[src/rtl/interrupt_controller.sv]
`default_nettype none
// ============================================================================
// Module      : interrupt_controller
// Description : Synchronises, latches and prioritises two external interrupt
//               lines and sequences the request/acknowledge/service handshake.
// Revision    : 1.0 - initial release
// ============================================================================
module interrupt_controller #(
    parameter int NUM_SYNC  = 2,
    parameter bit EDGE_TRIG = 1'b1,
    parameter bit PRIO_ID   = 1'b1
) (
    input  logic       Clock,
    input  logic       SysReset,
    input  logic [1:0] IRQ_In,
    input  logic       IntEnWE,
    input  logic [1:0] IntEnData,
    input  logic       Supervisor,
    input  logic       IntAck,
    output logic       IRQ_Int,
    output logic       IID_Sync,
    output logic [1:0] IntEn,
    output logic [1:0] Pending,
    output logic       InService
);

    typedef enum logic [1:0] {
        ST_IDLE  = 2'd0,
        ST_REQ   = 2'd1,
        ST_ENTER = 2'd2,
        ST_RUN   = 2'd3
    } state_t;

    localparam logic C_PRIO = PRIO_ID;

    logic [1:0][NUM_SYNC-1:0] sync_q, sync_d;
    logic [1:0]               prev_q, prev_d;
    logic [1:0]               pending_q, pending_d;
    logic [1:0]               int_en_q, int_en_d;
    logic                     id_q, id_d;
    logic                     irq_q, irq_d;
    logic                     iid_q, iid_d;
    logic                     in_service_q, in_service_d;
    state_t                   state_q, state_d;

    logic [1:0] w_sync;
    logic [1:0] w_rise;
    logic [1:0] w_eligible;
    logic [1:0] w_ack_clr;
    logic       w_sel;

    always_comb begin
        for (int i = 0; i < 2; i++) begin
            sync_d[i] = {sync_q[i][NUM_SYNC-2:0], IRQ_In[i]};
            w_sync[i] = sync_q[i][NUM_SYNC-1];
        end
        prev_d     = w_sync;
        w_rise     = w_sync & ~prev_q;
        int_en_d   = IntEnWE ? IntEnData : int_en_q;
        w_eligible = pending_q & int_en_q;
        w_sel      = w_eligible[PRIO_ID] ? C_PRIO : ~C_PRIO;
    end

    // Handshake FSM; request id is frozen on entry to REQ.
    always_comb begin
        state_d   = state_q;
        id_d      = id_q;
        w_ack_clr = 2'b00;
        case (state_q)
            ST_IDLE: begin
                if (w_eligible != 2'b00) begin
                    state_d = ST_REQ;
                    id_d    = w_sel;
                end
            end
            ST_REQ: begin
                if (IntAck) begin
                    state_d         = ST_ENTER;
                    w_ack_clr[id_q] = 1'b1;
                end else if (!w_eligible[id_q]) begin
                    state_d = ST_IDLE;
                end
            end
            ST_ENTER: begin
                if (Supervisor) state_d = ST_RUN;
            end
            ST_RUN: begin
                if (!Supervisor) state_d = ST_IDLE;
            end
            default: state_d = ST_IDLE;
        endcase

        // A fresh edge wins over an acknowledge clear so no event is lost.
        if (EDGE_TRIG) pending_d = (pending_q & ~w_ack_clr) | w_rise;
        else           pending_d = w_sync;

        irq_d        = (state_d == ST_REQ);
        iid_d        = (state_d == ST_REQ) ? id_d : 1'b0;
        in_service_d = (state_d == ST_ENTER) || (state_d == ST_RUN);
    end

    always_ff @(posedge Clock) begin
        if (SysReset) begin
            sync_q       <= '0;
            prev_q       <= 2'b00;
            pending_q    <= 2'b00;
            int_en_q     <= 2'b00;
            id_q         <= 1'b0;
            irq_q        <= 1'b0;
            iid_q        <= 1'b0;
            in_service_q <= 1'b0;
            state_q      <= ST_IDLE;
        end else begin
            sync_q       <= sync_d;
            prev_q       <= prev_d;
            pending_q    <= pending_d;
            int_en_q     <= int_en_d;
            id_q         <= id_d;
            irq_q        <= irq_d;
            iid_q        <= iid_d;
            in_service_q <= in_service_d;
            state_q      <= state_d;
        end
    end

    assign IRQ_Int   = irq_q;
    assign IID_Sync  = iid_q;
    assign IntEn     = int_en_q;
    assign Pending   = pending_q;
    assign InService = in_service_q;

endmodule
`default_nettype wire
[config.mk]
export PLATFORM = sky130hd
export DESIGN_NAME = interrupt_controller
export DESIGN_NICKNAME = d
export VERILOG_FILES = /design/src/rtl/interrupt_controller.sv
export SDC_FILE = /design/constraint.sdc
export NUM_CORES = 1
export LEC_CHECK = 0
export BUFFER_PORTS_ARGS = -buffer_cell sky130_fd_sc_hd__buf_4
export CAP_MARGIN = 20
export CORE_MARGIN = 5
export CORE_UTILIZATION = 44
export CTS_CLUSTER_DIAMETER = 60
export DETAILED_ROUTE_END_ITERATION = 8
export HOLD_SLACK_MARGIN = 0.02
export PLACE_DENSITY_LB_ADDON = 0.3
export SETUP_SLACK_MARGIN = 0.1
export SYNTH_ARGS = -nofsm -noshare
export SYNTH_HDL_FRONTEND = slang
export SYNTH_SLANG_ARGS = --single-unit
[constraint.sdc]
create_clock -name Clock -period 1.4 [get_ports Clock]
set_input_delay 0.28 -clock Clock [delete_from_list [all_inputs] [get_ports Clock]]
set_output_delay 0.28 -clock Clock [all_outputs]
set_load 0.02 [all_outputs]
# Word level (Yosys, flattened, before mapping)
# Cells that the tools add are included.
[op_classes]
reduce_logical = 5
n_mux = 15
eq_ne = 6
magnitude_cmp = 2
bitwise_logic = 7
[op_table]
columns = ["op", "n"]
rows = [
  ["2-bit two-way mux", 7],
  ["2-bit equality test, second input constant", 4],
  ["2-bit case mux with 4 select lines", 1],
  ["2-bit bitwise AND", 3],
  ["1-bit two-way mux", 6],
  ["2-bit by 1-bit equality test with 1-bit output, second input constant", 2],
  ["2-bit inverter", 2],
  ["2-bit zero test", 1],
  ["1-bit by 2-bit less-than comparator with 1-bit output, second input constant", 1],
  ["2-bit bitwise OR", 1],
  ["2-bit nonzero test", 1],
  ["2-bit OR reduction", 1],
  ["1-bit demux with 1-bit select", 1],
  ["1-bit greater-or-equal comparator, second input constant", 1],
  ["1-bit logical AND", 1],
  ["1-bit logical OR", 1],
  ["1-bit inverter", 1],
]
[word_totals]
elab_cells = 45
inputBits = 9
register_bits = 16

# Depth between registers and ports, before layout
# Gate-level depths: netlist of the first run.
[depth]
ltp_word = 9
ltp_mapped = 4
mapped_depth_nobuf = 4

# Worst setup path before layout of the first run
# OpenSTA, ideal clock, no wires.
[synth_path]
kind = "register to register"
from = "reg pending_q[0], in the netlist Pending[0]"
to = "reg iid_q, in the netlist IID_Sync"
setup_time_ps = 88
required_time_ps = 1312
n_path_buf = 0
slack_ps = 22
arrival_ps = 1290
path_stages_with_launch = 5
cell_sequence = "dfxtp_1 nand3b_4 a2111oi_4 nor3_2 nor4_2"
[synth_between]
elab_chain_len = 9
elab_cells_between_ends = 13
cone_classes = "eq/ne (1); mux (8); bitwise (2); reduce/logical (2)"
[synth_rtl]
columns = ["element", "line_no", "source"]
rows = [
  ["start, declared", "38", "logic [1:0] pending_q, pending_d;"],
  ["start signal, assigned", "116", "pending_q <= pending_d;"],
  ["2-bit bitwise AND *", "60", "w_eligible = pending_q & int_en_q;"],
  ["1-bit two-way mux (not written as such) (2 in a row)", "80", "end else if (!w_eligible[id_q]) begin"],
  ["2-bit two-way mux", "80", ""],
  ["2-bit two-way mux", "77", "if (IntAck) begin"],
  ["2-bit case mux with 4 select lines", "69", "case (state_q)"],
  ["2-bit by 1-bit equality test with 1-bit output", "98", "iid_d = (state_d == ST_REQ) ? id_d : 1'b0;"],
  ["1-bit inverter (no line)", "--", ""],
  ["2-bit OR reduction (no line)", "--", ""],
  ["end signal, assigned", "120", "iid_q <= iid_d;"],
  ["end, declared", "42", "logic iid_q, iid_d;"],
]
# Mark *: on every way between the ends. The rest lies on a longest branch, timed or not. The select of a mux whose other input is x is not followed.
# A chain may end at the register's enable or synchronous reset.

# Final worst setup path of the first run
[layout_path]
from = "reg pending_q[1], in the netlist Pending[1]"
to = "reg irq_q, in the netlist IRQ_Int"
[layout_between]
elab_chain_len = 7
elab_cells_between_ends = 9
cone_classes = "eq/ne (1); mux (6); bitwise (1); reduce/logical (1)"
[layout_rtl]
columns = ["element", "line_no", "source"]
rows = [
  ["2-bit bitwise AND *", "60", ""],
  ["1-bit two-way mux (not written as such) (2 in a row)", "80", ""],
  ["2-bit two-way mux", "80", ""],
  ["2-bit two-way mux", "77", ""],
  ["2-bit case mux with 4 select lines *", "69", ""],
  ["2-bit by 1-bit equality test with 1-bit output *", "97", "irq_d = (state_d == ST_REQ);"],
  ["end signal, assigned", "119", "irq_q <= irq_d;"],
  ["end, declared", "41", "logic irq_q, irq_d;"],
]
# Marks and branches as above.

==> results of run 1 <==
repair_timing:
item	in CTS	in global routing
pin swaps	1	3
endpoints found under the setup margin	1	2
endpoints found under the hold margin	0	0
setup buffers	0	1
gates resized for setup	1	4
power breakdown:
part / switching [mW] / leakage (nW) / internal, mW
sequential: 0.0125 / 0.134 / 0.471
combinational: 0.0342 / 0.184 / 0.0382
clock: 0.136 / 0.0210 / 0.158
metal layers:
metal	GRT usage (%)	part of all wire [%]	routed length, um	up-vias
met1	11.6	41	405	188
met4	8.52	1.3	13	0
met2	15.7	51	498	9
met3	2.34	6.2	61	2
li1	-	-	-	223
met5	0	0	0	-
kinds of logic (layout without fill, tap and decap cells):
kind of cell,count (synthesis),in the layout
buffers and inverters,2,21
flip-flops,16,16
multiplexers,2,2
AO/OA/AOI/OAI,8,8
AND/OR/NAND/NOR,25,25
registers in the layout, summed over array words and instances (netlist names), 2 cells and up:
register and cells:
prev_d 2, IntEn 2, state_q 2, Pending 2, sync_d 2, prev_q 2
placed cells by master, fill, tap and decap left out, types with 2 or more instances in the layout:
cell type  instances
clkbuf_4           3
a21oi_1            3
buf_4             16
nor2_1             6
mux2i_1            2
dfxtp_1            9
dfxtp_2            6
nor2b_1            9
final cells by class:
cell class                      instances  area (sq um)  share of cell area [%]
Clock buffer                            4          36.3                    4.72
Inverter                                1          3.75                   0.489
Multi-Input combinational cell         35           258                    33.6
Sequential cell                        16           332                    43.2
Tap cell                               15          18.8                    2.44
Timing Repair Buffer                   16           120                    15.6
worst paths after layout:
kind                                to  slack [ns]
setup / recovery    IRQ_Int$_SDFF_PP0_        0.24
hold / removal    sync_d[3]$_SDFF_PP0_        0.21
hold reg to reg   prev_d[1]$_SDFF_PP0_        0.45
setup reg to reg    IRQ_Int$_SDFF_PP0_        0.24
stage by stage:
step / std cells / setup WS [ns] / utilization [%] / cell area, sq um
2_1_floorplan: 53 / 0.138 / - / 586
4_1_cts: 86 / 0.0990 / 59.2 / 751
3_5_place_dp: 82 / 0.113 / 56.2 / 713
5_1_grt: 87 / 0.158 / 60.6 / 768
6_report: 87 / 0.237 / 60.6 / 768
3_3_place_gp: 82 / 0.152 / 56.2 / 713
==> flow_summary.yaml, run 1 <==
logic_synthesis:
  synth_common_cells: "dfxtp_1 (16), nor2b_1 (9), nor2_1 (6), a21oi_1 (3)"
  yosys.area_share.simple_pct: 27.8
  synthCells: 53
  synth_fa_ha_area_share_pct: 0
  synthMuxAreaShare_pct: 3.45
  ys_warn_count: 0
  yosysSeqAreaShare_pct: 55.2
  ys_types: 21
  synthArstFlopShare_pct: 0
  syn_avg_cell_area_sq_um: 11.0
  synth_top_family_by_area: "simple AND/OR/NAND/NOR gates"
  synthFlopType: "dfxtp_1"
  synthTopCellsByArea: "dfxtp_1 (55%), nor2b_1 (9.7%), a2111oi_4 (4.7%)"
  synth_xor_area_share_pct: 0
  synth_top_cell_by_area: "dfxtp_1"
  synth_area_sq_um: 581
  synth-edff-count: 0
  synth_nets: 62
  synth_seq_cells: 16
  yosysMostFrequentCell: "dfxtp_1"
  synth_compound_area_share_pct: 12.3
  synth_top_area_share_pct: 55.2
detailed_routing:
  wl_per_cell_um: 11.2
  ant_nets: 0
  drt-total-wl_um: 978
  drc_errors: 0
  avgViaCountPerCell: 4.85
  firstDrtPassIters: 4
  drt_iter0_markers: 9
  vias: 422
sta:
  relSlewSlack_pct: 79.3
  clock-skew-final_ns: 0.00138
  fmax_mhz: 860
  period_share_pct: 83.1
  final_hold_viol_count: 0
  slew_viol_final: 0
  rsz0062_at_grt: "false"
  tns_ns: 0
  whs_ns: 0.207
  worst_pin_slew_ns: 0.309
  setup_viol: 0
  finalCriticalPeriod_ns: 1.16
setup_path:
  start_kind: "register"
  end_kind: "register"
  cp_num_cells: 4
  cp_top_family: "simple AND/OR/NAND/NOR gates"
  crit_type: "reg2reg"
  slowest_stage: "a2111oi_4"
  crit_start: "Pending[1]$_SDFF_PP0_"
  required_ns: 1.61
  max_stage_delay_ns: 0.37
  reg2reg_depth: 4
  worstReg2RegStart: "Pending[1]$_SDFF_PP0_"
  cp_data_arrival_time_ns: 1.37
  cp_cell_sequence: "nand3_2 > a2111oi_4 > nor3_2 > nor3_1"
  crit_fanout: 4
  cp_num_buf_inv: 0
global_route:
  first_global_vias: 365
  grt_use_total_pct: 10.1
  grt_max_degree: 17
  grt_pass1_wl_mm: 1.48
  grt_remaining_overflow: 0
  antenna_found_initial: 0
power_and_ir_drop:
  leakage_nw: 0.339
  peakVddDrop_mv: 0.792
  p_per_area_nw_per_um2: 1110
  power.total_uw: 850
cts:
  path_clk_slew_ns: 0.09
  insertion_delay_ns: 0.28
  cts_tree: "yes"
  cts_max_level: 1
  cts.sinks: 16
  cts_root_buffer: "clkbuf_4"
  ctsHoldBuffers: 0
  clock_path_buffers: 2
  cts_made_buffers: 3
floorplan:
  rows: 13
  die_w_um: 46.3
  coreArea_sq_um: 1270
  dieArea_sq_um: 2150
  initial_utilization_pct: 45.8
  die_h_um: 46.3
  ios: 16
cells_and_area:
  antennaDiodeCount: 0
  syn_to_final_growth_pct: 32.3
  fillCellCount: 122
  drive_above_1_share_pct: 45.8
  nets: 82
outcome:
  outcome: "finished, final reports clean"
placement:
  place.gp.congestion: 0.735
  io_buffers: 15
  dp_hpwl_um: 733
min_path:
  min_path_cells: 2
  worstHoldStart: "IRQ_In[1]"
  worstHoldPathType: "in2reg"
run:
  max-cap-violations: 0
Note: power is estimated with default switching activity, not from simulation.
==> run 2: changes to the inputs <==
--- a/config.mk
+++ b/config.mk
@@ -5,10 +5,11 @@
 export SDC_FILE = /design/constraint.sdc
 export NUM_CORES = 1
 export LEC_CHECK = 0
+export ABC_AREA = 1
 export BUFFER_PORTS_ARGS = -buffer_cell sky130_fd_sc_hd__buf_4
 export CAP_MARGIN = 20
 export CORE_MARGIN = 5
-export CORE_UTILIZATION = 44
+export CORE_UTILIZATION = 42
 export CTS_CLUSTER_DIAMETER = 60
 export DETAILED_ROUTE_END_ITERATION = 8
 export HOLD_SLACK_MARGIN = 0.02
==> constraint.sdc (replaced) <==
create_clock -name Clock -period 1 [get_ports Clock]
set_input_delay 0.2 -clock Clock [delete_from_list [all_inputs] [get_ports Clock]]
set_output_delay 0.2 -clock Clock [all_outputs]
set_load 0.02 [all_outputs]
==> flow_summary.yaml, run 2 <==
cts:
  cts_made_buffers: 3
  cts_tree: "yes"
  postCtsSetupBuffers: 0
  cts_root_buffer: "clkbuf_4"
  cts_max_level: 1
  path_clk_slew_ns: 0.10
  cts.sinks: 16
  clock_path_buffers: 2
  insertion_delay_ns: 0.28
detailed_routing:
  avgViaCountPerCell: 4.56
  drt_iter0_markers: 5
  ant_nets: 0
  firstDrtPassIters: 4
  vias: 479
  drt-total-wl_mm: 1.10
  drc_errors: 0
  wl_per_cell_um: 10.4
setup_path:
  critPathMostFrequentCell: "nand2_2"
  cp_data_arrival_time_ns: 1.17
  max_stage_delay_ns: 0.35
  crit_fanout: 3
  slowest_stage: "dfxtp_2"
  required_ns: 1.19
  cp_cell_sequence: "nand2_2 > inv_2 > nand2_2 > nand2_2 > nor2_2 > nand2_2 > nand3_2 > nor2_2"
  cp_top_family: "simple AND/OR/NAND/NOR gates"
  start_kind: "register"
  cp_num_buf_inv: 1
  crit_type: "reg2reg"
  end_kind: "register"
logic_synthesis:
  synth_common_cells: "dfxtp_1 (16), inv_1 (12), nand2_1 (11), nor2_1 (11), o21ai_0 (4)"
  synthFlopType: "dfxtp_1"
  synth_seq_cells: 16
  synth_nets: 81
  synthCells: 72
  ys_types: 17
  synthTopCellsByArea: "dfxtp_1 (55%), inv_1 (7.7%), nand2_1 (7.1%)"
  yosysSeqAreaShare_pct: 55.1
  synthArstFlopShare_pct: 0
  synth_top_area_share_pct: 55.1
  synth_top_cell_by_area: "dfxtp_1"
  synth_area_sq_um: 582
  ys_warn_count: 0
  synth-edff-count: 0
  syn_avg_cell_area_sq_um: 8.08
  yosysMostFrequentCell: "dfxtp_1"
cells_and_area:
  fin_area_sq_um: 825
  drive_above_1_share_pct: 52.2
  nets: 100
  fillCellCount: 122
  final_cell_mix: "inv_1 (11), nor2_1 (11), buf_4 (8)"
  antennaDiodeCount: 0
  syn_to_final_growth_pct: 41.7
power_and_ir_drop:
  power_frac_seq_pct: 55.0
  leakage_nw: 0.400
  combPwrFrac_pct: 10.8
  cellInternalPower_uw: 946
  p_switching_uw: 285
  sw_frac_of_total_pct: 23.2
  p_per_area_nw_per_um2: 1490
  clkPwrFrac_pct: 34.2
  peakVddDrop_mv: 1.01
sta:
  relSlewSlack_pct: 88.8
  fmax_mhz: 1020
  worst_pin_slew_ns: 0.166
  clock-skew-final_ns: 0.00923
  whs_ns: 0.123
  final_hold_viol_count: 0
  fin_ws_ns: 0.0181
  setup_viol: 0
  period_share_pct: 98.2
  finalCriticalPeriod_ns: 0.982
  rsz0062_at_grt: "true"
  slew_viol_final: 0
  tns_ns: 0
floorplan:
  die_w_um: 47.2
  coreArea_sq_um: 1300
  dieArea_sq_um: 2230
  initial_utilization_pct: 44.7
  ios: 16
  die_h_um: 47.2
  rows: 13
global_route:
  first_global_vias: 439
  grt_use_total_pct: 12.2
  antenna_found_initial: 0
  grt_pass1_wl_mm: 1.86
  grt_max_degree: 11
  grt_remaining_overflow: 0
placement:
  place.gp.congestion: 0.757
  place_area_sq_um: 718
  post-place-ws_ns: 0.0296
  dp_hpwl_um: 782
  io_buffers: 15
run:
  max-cap-violations: 0
min_path:
  worstHoldPathType: "in2reg"
outcome:
  outcome: "finished, final reports clean"
-- run 2: cell types whose count changed after synthesis, moves of 3 or more --
cell | previous run | this run
a21oi_1 | 3 | 0
inv_1 | 1 | 12
nand2_1 | 1 | 11
nor2_1 | 6 | 11
nor2_2 | 0 | 3
nor2b_1 | 9 | 0
o21ai_0 | 1 | 4
-- run 2: layout make-up --
type,count,area (sq um),share of cell area (%)
multi-input combinational,39,229,27.8
inverter,16,62.6,7.59
timing repair buffer,15,139,16.8
sequential,16,339,41.1
tap,15,18.8,2.28
clock buffer,4,36.3,4.40
-- run 2: metrics by stage --
stage               util, %  power (mW)  instances
global placement       55.2       0.808        101
global route           63.4        1.29        105
finish                 63.4        1.23        105
floorplan                 -       0.755         72
detailed placement     55.2       0.810        101
CTS                    61.1        1.24        105
-- run 2: worst paths after layout --
| check | startpoint | to | slack [ns] | cells past startpoint |
|---|---|---|---|---|
| worst min register to register | sync_d[3]$_SDFF_PP0_ | prev_d[1]$_SDFF_PP0_ | 0.41 | 2 |
| worst min-delay path | IRQ_In[1] | sync_d[3]$_SDFF_PP0_ | 0.12 | 3 |
| worst max register to register | IntEn[1]$_SDFFE_PP0P_ | IID_Sync$_SDFF_PP0_ | 0.02 | 8 |
| worst max-delay path | IntEn[1]$_SDFFE_PP0P_ | IID_Sync$_SDFF_PP0_ | 0.02 | 8 |
-- run 2: cells by family after synthesis --
group | share of synthesized area, %
flip-flops | 55.1
AND/OR/NAND/NOR | 25.6
AO/OA/AOI/OAI | 7.74
buffers and inverters | 11.6
-- run 2: repair_timing --
| action | 4_1_cts | 5_1_grt |
|---|---|---|
| hold buffers | 0 | 0 |
| gates resized for setup | 16 | 9 |
| pin swaps | 3 | 7 |
| setup endpoints to repair | 14 | 15 |
-- run 2: power by group through the flow --
| stage | Sequential (mW) | Clock (mW) | Combinational (mW) |
|---|---|---|---|
| final | 0.677 | 0.421 | 0.133 |
| after global routing | 0.681 | 0.464 | 0.146 |
| after CTS | 0.678 | 0.432 | 0.128 |
| after detailed placement | 0.692 | 0 | 0.118 |
| after global placement | 0.691 | 0 | 0.117 |
| after floorplan | 0.705 | 0 | 0.0505 |
-- run 2: tightest hold or removal path, stage by stage --
cell,delay [ns]
buf_4,0.07
inv_1,0.03
nor2_1,0.07
-- run 2: per-layer routing --
metal / GRT usage, % / vias to the layer above / wire, um
met5: 0 / - / 0
met4: 4.97 / 0 / 13
met3: 5.75 / 2 / 71
li1: - / 249 / -
met1: 14.9 / 219 / 469
met2: 18.2 / 9 / 542
==> run 3: changes to the inputs <==
--- a/config.mk
+++ b/config.mk
@@ -6,10 +6,10 @@
 export NUM_CORES = 1
 export LEC_CHECK = 0
 export ABC_AREA = 1
-export BUFFER_PORTS_ARGS = -buffer_cell sky130_fd_sc_hd__buf_4
+export BUFFER_PORTS_ARGS = -buffer_cell sky130_fd_sc_hd__clkbuf_2
 export CAP_MARGIN = 20
 export CORE_MARGIN = 5
-export CORE_UTILIZATION = 42
+export CORE_UTILIZATION = 34
 export CTS_CLUSTER_DIAMETER = 60
 export DETAILED_ROUTE_END_ITERATION = 8
 export HOLD_SLACK_MARGIN = 0.02
==> flow_summary.yaml, run 3 (synthesis gave the netlist of run 2 again) <==
cells_and_area:
  finalNonFillerCells: 109
  antennaDiodeCount: 0
  nets: 102
  final_common_cell: "nor2_1"
  final_util_pct: 49.8
  final_cell_mix: "nor2_1 (11), inv_1 (10), dfxtp_1 (8), clkbuf_2 (8), nand2_1 (7)"
  syn_to_final_growth_pct: 43.0
  drive_above_1_share_pct: 51.1
  fin_area_sq_um: 832
sta:
  slew_viol_final: 0
  final_hold_viol_count: 0
  fin_ws_ns: 0.0236
  period_share_pct: 97.6
  finalCriticalPeriod_ns: 0.976
  relSlewSlack_pct: 90.1
  clock-skew-final_ns: 0.00607
  fmax_mhz: 1020
  rsz0062_at_grt: "true"
  worst_pin_slew_ns: 0.147
  setup_viol: 0
  tns_ns: 0
power_and_ir_drop:
  p_per_area_nw_per_um2: 1390
  peakVddDrop_mv: 0.803
  cellInternalPower_uw: 881
  clkPwrFrac_pct: 29.6
  power_frac_seq_pct: 58.8
  combPwrFrac_pct: 11.6
  leakage_nw: 0.416
  p_switching_uw: 275
  sw_frac_of_total_pct: 23.8
setup_path:
  cp_cell_sequence: "buf_8"
  end_kind: "output pin"
  cp_data_arrival_time_ns: 0.78
  crit_type: "reg2out"
  max_stage_delay_ns: 0.37
  cp_top_family: "flip-flops"
  cp_num_buf_inv: 1
  slowest_stage: "dfxtp_4"
  required_ns: 0.80
  crit_fanout: 3
  start_kind: "register"
floorplan:
  die_w_um: 51.4
  coreArea_sq_um: 1670
  initial_utilization_pct: 34.8
  dieArea_sq_um: 2640
  die_h_um: 51.4
  rows: 15
  ios: 16
cts:
  insertion_delay_ns: 0.28
  cts_tree: "yes"
  cts.sinks: 16
  cts_made_buffers: 3
  clock_path_buffers: 2
  path_clk_slew_ns: 0.09
  cts_max_level: 1
  cts_root_buffer: "clkbuf_4"
  ctsHoldBuffers: 0
detailed_routing:
  firstDrtPassIters: 4
  wl_per_cell_um: 9.63
  ant_nets: 0
  drt-total-wl_mm: 1.05
  vias: 479
  drc_errors: 0
  avgViaCountPerCell: 4.39
  drt_iter0_markers: 7
global_route:
  antenna_found_initial: 0
  grt_use_total_pct: 9.06
  grt_max_degree: 10
  grt_pass1_wl_mm: 1.81
  first_global_vias: 440
  grt_remaining_overflow: 0
placement:
  dp.cells: 104
  place.gp.congestion: 0.809
  dp_hpwl_um: 801
  place_area_sq_um: 691
  post-place-ws_ns: 0.0298
  io_buffers: 15
run:
  max-cap-violations: 0
min_path:
  worstHoldPathType: "in2reg"
outcome:
  outcome: "finished, final reports clean"
## run 3: changes by cell type in the layout (fill, tap and decap cells not counted), moves of 2 or more
cell,delta
buf_8,+6
buf_4,-6
clkbuf_2,+8
buf_6,-7
dfxtp_2,-2
## run 3: path summary, 6_finish.rpt
check | cells past startpoint | to | slack, ns | from
worst max-delay path | 1 | Pending[1] | 0.02 | Pending[1]$_SDFF_PP0_
worst min register to register | 2 | prev_d[1]$_SDFF_PP0_ | 0.40 | sync_d[3]$_SDFF_PP0_
worst max register to register | 8 | IID_Sync$_SDFF_PP0_ | 0.03 | IntEn[1]$_SDFFE_PP0P_
worst min-delay path | 3 | sync_d[3]$_SDFF_PP0_ | 0.11 | IRQ_In[1]
## run 3: area by class of cell
cell class	instances	area [sq um]
fill	166	838
sequential	16	340
multi-input combinational	39	223
timing repair buffer	17	159
inverter	16	62.6
clock buffer	4	26.3
tap	17	21.3
## run 3: what timing repair did
action,in CTS,in global routing
setup buffers,0,1
gates resized for setup,19,19
endpoints found under the setup margin,13,15
pin swaps,1,6
endpoints found under the hold margin,0,0
## run 3: through the flow
stage | power (mW) | hold slack [ns]
floorplan | 0.755 | 0.307
global placement | 0.796 | 0.390
detailed placement | 0.798 | 0.393
CTS | 1.16 | 0.106
global route | 1.22 | 0.118
finish | 1.16 | 0.106
## run 3: power by group through the flow
stage / logic, mW / clock network (mW) / registers [mW]
3_3_place_gp: 0.104 / 0 / 0.691
4_1_cts: 0.126 / 0.355 / 0.679
3_5_place_dp: 0.107 / 0 / 0.691
2_1_floorplan: 0.0505 / 0 / 0.705
6_report: 0.134 / 0.343 / 0.680
5_1_grt: 0.150 / 0.384 / 0.684
## run 3: metal layers
layer  vias up  track usage, %  part of all wire (%)
met4         0            3.93                   1.1
li1        257               -                     -
met2         8            12.5                    46
met5         -               0                     0
met1       212            12.3                    48
met3         2            3.50                   4.6
